**config.mk**
```make
export PLATFORM = sky130hd
export DESIGN_NAME = shiftsubdiv
export DESIGN_NICKNAME = d
export VERILOG_FILES = /design/src/rtl/shiftsubdiv.sv
export SDC_FILE = /design/constraint.sdc
export NUM_CORES = 1
export LEC_CHECK = 0
export CORE_MARGIN = 5
export CORE_UTILIZATION = 57
export CTS_BUF_LIST = sky130_fd_sc_hd__clkbuf_16
export CTS_CLUSTER_SIZE = 10
export DETAILED_ROUTE_END_ITERATION = 10
export GPL_TIMING_DRIVEN = 0
export PLACE_DENSITY = 0.84
export SYNTH_ARGS = -nofsm -noshare
export SYNTH_HDL_FRONTEND = slang
export SYNTH_SLANG_ARGS = --single-unit
```
**constraint.sdc**
```tcl
create_clock -name clk -period 4.5 [get_ports clk]
set_input_delay 0.9 -clock clk [delete_from_list [all_inputs] [get_ports clk]]
set_output_delay 0.9 -clock clk [all_outputs]
set_load 0.005 [all_outputs]
```
**src/rtl/shiftsubdiv.sv**
```systemverilog
// shiftsubdiv: sequential unsigned restoring divider, one quotient bit per clock.
//
// State table:
//   state  | meaning
//   S_IDLE | waiting for start; results of the last operation held on outputs
//   S_RUN  | shift-subtract loop, one iteration per edge, WIDTH iterations
//
// Ports:
//   clk          clock, all state changes on the rising edge
//   rst_n        synchronous reset, active low
//   start        request, sampled only while idle
//   A, B         dividend / divisor, captured on the accepting edge
//   quotient     registered quotient of the last completed operation
//   remainder    registered remainder of the last completed operation
//   busy         high while an operation is in progress
//   done         single-cycle pulse, results valid from this cycle on
//   div_by_zero  set when the last accepted operation had B == 0
module shiftsubdiv #(
  parameter int WIDTH = 8
) (
  input  logic             clk,
  input  logic             rst_n,
  input  logic             start,
  input  logic [WIDTH-1:0] A,
  input  logic [WIDTH-1:0] B,
  output logic [WIDTH-1:0] quotient,
  output logic [WIDTH-1:0] remainder,
  output logic             busy,
  output logic             done,
  output logic             div_by_zero
);

  typedef enum logic {S_IDLE, S_RUN} state_t;

  localparam int CW = $clog2(WIDTH);
  localparam logic [CW-1:0] LAST = CW'(WIDTH - 1);

  state_t           state_q, state_d;
  logic [CW-1:0]    cnt_q, cnt_d;
  logic [WIDTH-1:0] dvd_q, dvd_d;
  logic [WIDTH-1:0] dvs_q, dvs_d;
  // After each iteration the remainder is strictly below the divisor, so
  // its top bit is always zero and only WIDTH bits need storing; the
  // (WIDTH+1)-bit value exists only as the shifted compare operand.
  logic [WIDTH-1:0] rem_q, rem_d;
  logic [WIDTH-1:0] quot_q, quot_d;
  logic [WIDTH-1:0] remr_q, remr_d;
  logic             busy_q, busy_d;
  logic             done_q, done_d;
  logic             dbz_q, dbz_d;

  logic [WIDTH:0]   r_shift;
  logic [WIDTH-1:0] r_diff;
  logic [WIDTH-1:0] r_next;
  logic             q_bit;
  logic [WIDTH-1:0] dvd_shift;

  // State and datapath registers
  always_ff @(posedge clk) begin
    if (!rst_n) begin
      state_q <= S_IDLE;
      cnt_q   <= '0;
      dvd_q   <= '0;
      dvs_q   <= '0;
      rem_q   <= '0;
      quot_q  <= '0;
      remr_q  <= '0;
      busy_q  <= 1'b0;
      done_q  <= 1'b0;
      dbz_q   <= 1'b0;
    end else begin
      state_q <= state_d;
      cnt_q   <= cnt_d;
      dvd_q   <= dvd_d;
      dvs_q   <= dvs_d;
      rem_q   <= rem_d;
      quot_q  <= quot_d;
      remr_q  <= remr_d;
      busy_q  <= busy_d;
      done_q  <= done_d;
      dbz_q   <= dbz_d;
    end
  end

  // Next state
  always_comb begin
    state_d = state_q;
    case (state_q)
      S_IDLE:  if (start && (B != '0)) state_d = S_RUN;
      S_RUN:   if (cnt_q == LAST)      state_d = S_IDLE;
      default: state_d = S_IDLE;
    endcase
  end

  // One restoring iteration. The subtraction is taken modulo 2^WIDTH: when
  // it is selected the true result is below the divisor and fits exactly.
  always_comb begin
    r_shift   = {rem_q, dvd_q[WIDTH-1]};
    q_bit     = (r_shift >= {1'b0, dvs_q});
    r_diff    = r_shift[WIDTH-1:0] - dvs_q;
    r_next    = q_bit ? r_diff : r_shift[WIDTH-1:0];
    dvd_shift = {dvd_q[WIDTH-2:0], q_bit};
  end

  // Datapath and outputs
  always_comb begin
    cnt_d  = cnt_q;
    dvd_d  = dvd_q;
    dvs_d  = dvs_q;
    rem_d  = rem_q;
    quot_d = quot_q;
    remr_d = remr_q;
    busy_d = busy_q;
    dbz_d  = dbz_q;
    done_d = 1'b0;
    case (state_q)
      S_IDLE: begin
        if (start) begin
          if (B != '0) begin
            dvd_d  = A;
            dvs_d  = B;
            rem_d  = '0;
            cnt_d  = '0;
            busy_d = 1'b1;
            dbz_d  = 1'b0;
          end else begin
            quot_d = '1;
            remr_d = A;
            dbz_d  = 1'b1;
            done_d = 1'b1;
          end
        end
      end
      S_RUN: begin
        rem_d = r_next;
        dvd_d = dvd_shift;
        cnt_d = cnt_q + CW'(1);
        if (cnt_q == LAST) begin
          quot_d = dvd_shift;
          remr_d = r_next;
          done_d = 1'b1;
          busy_d = 1'b0;
        end
      end
      default: ;
    endcase
  end

  assign quotient    = quot_q;
  assign remainder   = remr_q;
  assign busy        = busy_q;
  assign done        = done_q;
  assign div_by_zero = dbz_q;

endmodule

```
---- After elaboration in Yosys (flattened, before gate mapping) ----
Cells that the tools add are included.
Widths: inputs -> output; s select.
word-level totals
  bits in registers ....................... 47
  input port bits ......................... 19
  output and inout port bits .............. 19
  logic and storage cells ................. 55
operators by class
  $add $sub $neg .......................... 2
  order comparisons ....................... 1
  equal/unequal tests ..................... 5
  mux-type cells .......................... 29
  bitwise operators ....................... 1
  reductions and logical operators ........ 7
operator list
  operator             count
  $mux 8               11
  $pmux 8 s2           4
  $ge 9x8->1           1
  $reduce_and 3->1     3
  $mux 1               8
  $reduce_bool 8->1    1
  $sub 8x8->8          1
  $mux 3               2
  $ne 2x2->1 const B   3
  $pmux 1 s2           3
  $pmux 3 s2           1
  $reduce_and 2->1     2
  $add 3x1->3 const B  1
  $eq 3x3->1 const B   1
  $ne 2x1->1 const B   1
  $logic_and 1x1->1    1
  $not 1->1            1

---- Logic depth before layout (Yosys ltp) ----
  word-level depth ........................ 4
  depth in mapped cells ................... 9
  gate-level depth less buffers ........... 9

---- Least setup slack after synthesis ----
No wires, ideal clock.
  kind .................................... in2reg
  start ................................... in B[3]
  end ..................................... reg remr_q[5], in the netlist remainder[5]
  library setup time ...................... 0.121 ns
  data arrival time ....................... 2.394 ns
  path slack .............................. 1.985 ns
  stages on the path ...................... 7
  buffers on the path ..................... 2
  path through ............................ or4_1 > or3_1 > buf_6 > and2_4 > buf_6 > a31oi_1 > o21ai_1
between the ends
  cells in the longest elaborated chain, start to end .. 3
ends and longest elaborated chain
  item                        RTL line  RTL
  start: declaration          25        input logic [WIDTH-1:0] B,
  $reduce_bool 8->1           119       if (B != '0) begin
  $ne 2x2->1 (no line)        --
  $reduce_and 3->1 (no line)  --
  end signal: assignment      78        remr_q <= remr_d;
  end: declaration            47        logic [WIDTH-1:0] remr_q, remr_d;
Every way passes these cells.
A chain may end at the register's enable or synchronous reset.

---- Final worst setup path ----
  start ................................... in B[3]
  end ..................................... reg quot_q[2], in the netlist quotient[2]
between the ends
  cells in the longest elaborated chain, start to end .. 3
ends and longest elaborated chain
  item                        RTL line  RTL
  $reduce_bool 8->1           119
  $ne 2x2->1 (no line)        --
  $reduce_and 3->1 (no line)  --
  end signal: assignment      77        quot_q <= quot_d;
  end: declaration            46        logic [WIDTH-1:0] quot_q, quot_d;
Every way passes these cells.

==> results_dict.tcl <==
set metrics [dict create \
    status "finished clean" \
    fp.dieArea_sq_mm 0.005547 \
    ys.flop_type "dfxtp_1" \
    area_delta_synth_final_pct 24.13 \
    cap_viol_max_count 0 \
    cellPowerDensity_mw_per_mm2 464.9 \
    cts_resized 0 \
    clk_pin_slew_ns 0.06 \
    fin_crit_sh 0.6092 \
    antenna_found_initial 0 \
    yosysSeqAreaShare 0.3970 \
    rr_endpoint "rem_q[0]" \
    r2r-start "dvs_q[2]" \
    fin_worst_skew_ns 0.004970 \
    first_global_vias 2085 \
    async_flop_share 0 \
    die_y_um 74.48 \
    reg2reg_slack_ns 2.06 \
    drc 0 \
    cts_root_buf "clkbuf_16" \
    layout-drive-gt1-share 0.06769 \
    setup_slack_ns 1.758 \
    drtAntennaViolNets 0 \
    clk_latency_ns 0.28 \
    synthXorXnorAreaFrac 0.01478 \
    critPathCaptureType "flop" \
    whs_path_depth 2 \
    numPortBuffers 37 \
    cts_tree "done" \
    cts_setup_buffers 0 \
    ys_ff_latch 47 \
    start_util 0.5882 \
    gr-usage-all-layers 0.2349 \
    critPathRequiredTime_ns 4.70 \
    crit_family "simple AND/OR/NAND/NOR gates" \
    place.gp.congestion 0.8246 \
    synth_compound_area_frac 0.2851 \
    place_ws_ns 1.465 \
    synth-simple-area-share 0.1790 \
    fmax_mhz 364.8 \
    hpwl_um 4306 \
    crit_path_frequent_cell "buf_6" \
    h-tree-depth 2 \
    synth_top_family_by_area "compound AO/OA/AOI/OAI gates" \
    wl_per_cell_um 15.50 \
    synth_mux_area_frac 0.008448 \
    worstHoldStart "dvs_q[6]" \
    timing.slew.headroom 0.5457 \
    min_to "dvs_q[6]" \
    crit_path_start_kind "input pin" \
    final_max_slew_viol_count 0 \
    final_nets 355 \
    numClockSinks 47 \
    syn-num-nets 311 \
    hold_viol_final 0 \
    synth_area_sq_mm 0.002370 \
    ys_types 51 \
    setup_violations 0 \
    tightest_slew_ns 0.6754 \
    synth_edf_count 0 \
    grt_max_degree 15 \
    rows 23 \
    rr_worst_depth 8 \
    clk_path_buf_depth 2 \
    cp.arrival_ns 2.95 \
    cp_cell_sequence "clkdlybuf4s50_1 -> or4_1 -> or3_1 -> buf_6 -> nand2_4 -> buf_6 -> o21ai_0 -> a21boi_0" \
    viasPerCell 5.917 \
    path_max_fanout 10 \
    numCtsBuffers 5 \
    min_path_type "reg -> reg" \
    routed_wl_um 5813 \
    peakVddDrop_v 0.0003118 \
    drtPass1Iterations 5 \
    rsz0062_at_grt "no" \
    drt_iter0_markers 218 \
    avgSynthCellArea_sq_um 8.433 \
    power_leakage_nw 1.138 \
    critPathKind "in -> reg" \
    timing.final.crit_period_ns 2.742 \
    critical-path-max-stage-delay_ns 0.55 \
    diodes 0 \
    ys_warn_count 0 \
    tns_ns 0 \
    syn_inst 281 \
    synthAdderAreaFrac 0.06125 \
    grt-ovfl-total 0 \
    core-area_sq_mm 0.004029 \
    path_buf_inv 3 \
    die_w_um 74.48 \
    holdBufCountCts 0 \
    crit_slowest_cell "or4_1" \
    grt_first_pass_wirelength_um 9998 \
    num_vias 2219 \
    ios 38 \
]
[synthesized netlist by cell type, types with 4 or more instances]
cell type | number | share of area
nor2_1 | 21 | 0.033
o221ai_1 | 7 | 0.026
o211ai_1 | 4 | 0.013
dfxtp_1 | 47 | 0.40
a21o_1 | 4 | 0.013
a21boi_0 | 18 | 0.057
clkbuf_1 | 9 | 0.014
nor2b_1 | 4 | 0.011
a32o_1 | 4 | 0.017
inv_1 | 11 | 0.017
o21ai_0 | 30 | 0.063
and2_1 | 4 | 0.011
a21oi_1 | 16 | 0.034
ha_1 | 10 | 0.053
nand2_1 | 39 | 0.062
[power breakdown]
part           leakage, nW  switching, mW  internal (mW)
Combinational        0.685          0.313          0.220
Sequential           0.383         0.0302          0.450
Clock               0.0696          0.151          0.203
[cell type report]
cell class,instances,area [sq um]
Inverter,11,41.29
Tap cell,50,62.56
Sequential cell,47,940.9
Buffer,15,87.58
Multi-Input combinational cell,208,1300
Fill cell,327,1087
Timing Repair Buffer,37,370.4
Clock inverter,2,13.76
Clock buffer,5,125.1
[cells in the final DEF, fill, tap and decap left out, drive strengths merged, types with 2 or more instances in the layout]
| master | count |
|---|---|
| dfxtp | 47 |
| nand2 | 41 |
| clkdlybuf4s50 | 37 |
| o21ai | 32 |
| nor2 | 21 |
| a21boi | 18 |
| a21oi | 17 |
| clkbuf | 14 |
| inv | 11 |
| ha | 10 |
| o221ai | 7 |
| buf | 6 |
| and2 | 5 |
| a21o | 4 |
| nor2b | 4 |
| o211ai | 4 |
| a32o | 4 |
| nand3 | 3 |
| and3 | 3 |
| a31oi | 3 |
| or2 | 3 |
| or3 | 2 |
| nor3 | 2 |
| xor2 | 2 |
| mux2i | 2 |
| xnor2 | 2 |
| a22oi | 2 |
| or4 | 2 |
| clkinv | 2 |
[kinds of logic after synthesis]
logic type,Yosys count
XOR/XNOR,4
buffers and inverters,26
AO/OA/AOI/OAI,101
flip-flops,47
AND/OR/NAND/NOR,90
adder cells (fa/ha/maj),11
multiplexers,2
[registers in the layout (all words and copies together), names as in the netlist]
signal,count
rem_q,8
state_q,1
busy,1
done,1
remainder,8
div_by_zero,1
dvd_q,8
quotient,8
dvs_q,8
cnt_q,3
[worst max-delay path by stage]
stage                     from            to  slack, ns  cells past startpoint
after floorplan           B[3]  remainder[5]       1.98                      7
after global placement    B[3]  remainder[5]       1.49                      8
after detailed placement  B[3]  remainder[5]       1.47                      8
after CTS                 B[3]  remainder[5]       1.76                      8
after global routing      B[3]  remainder[5]       1.67                      8
final                     B[3]   quotient[2]       1.76                      8
[metrics by stage]
stage | util | area [sq um] | total power, mW | instances | hold slack, ns
after global placement | 0.6957 | 2803 | 0.9911 | 368 | 0.4488
after floorplan | - | 2370 | 0.8782 | 281 | 0.4385
after detailed placement | 0.6957 | 2803 | 1.002 | 368 | 0.4572
final | 0.7301 | 2942 | 1.368 | 375 | 0.4624
after CTS | 0.7301 | 2942 | 1.361 | 375 | 0.4668
after global routing | 0.7301 | 2942 | 1.456 | 375 | 0.4833
[layer usage]
metal  wire, um  GRT usage
met5          0          0
met4         87    0.07708
met1       2649     0.3256
met2       2709     0.3580
met3        366    0.05946
[worst min-delay path: stages (launching register included)]
cell,delay [ns]
dfxtp_1,0.31
nand2_1,0.05
a21boi_0,0.06
(Power assumes the default switching activity.)
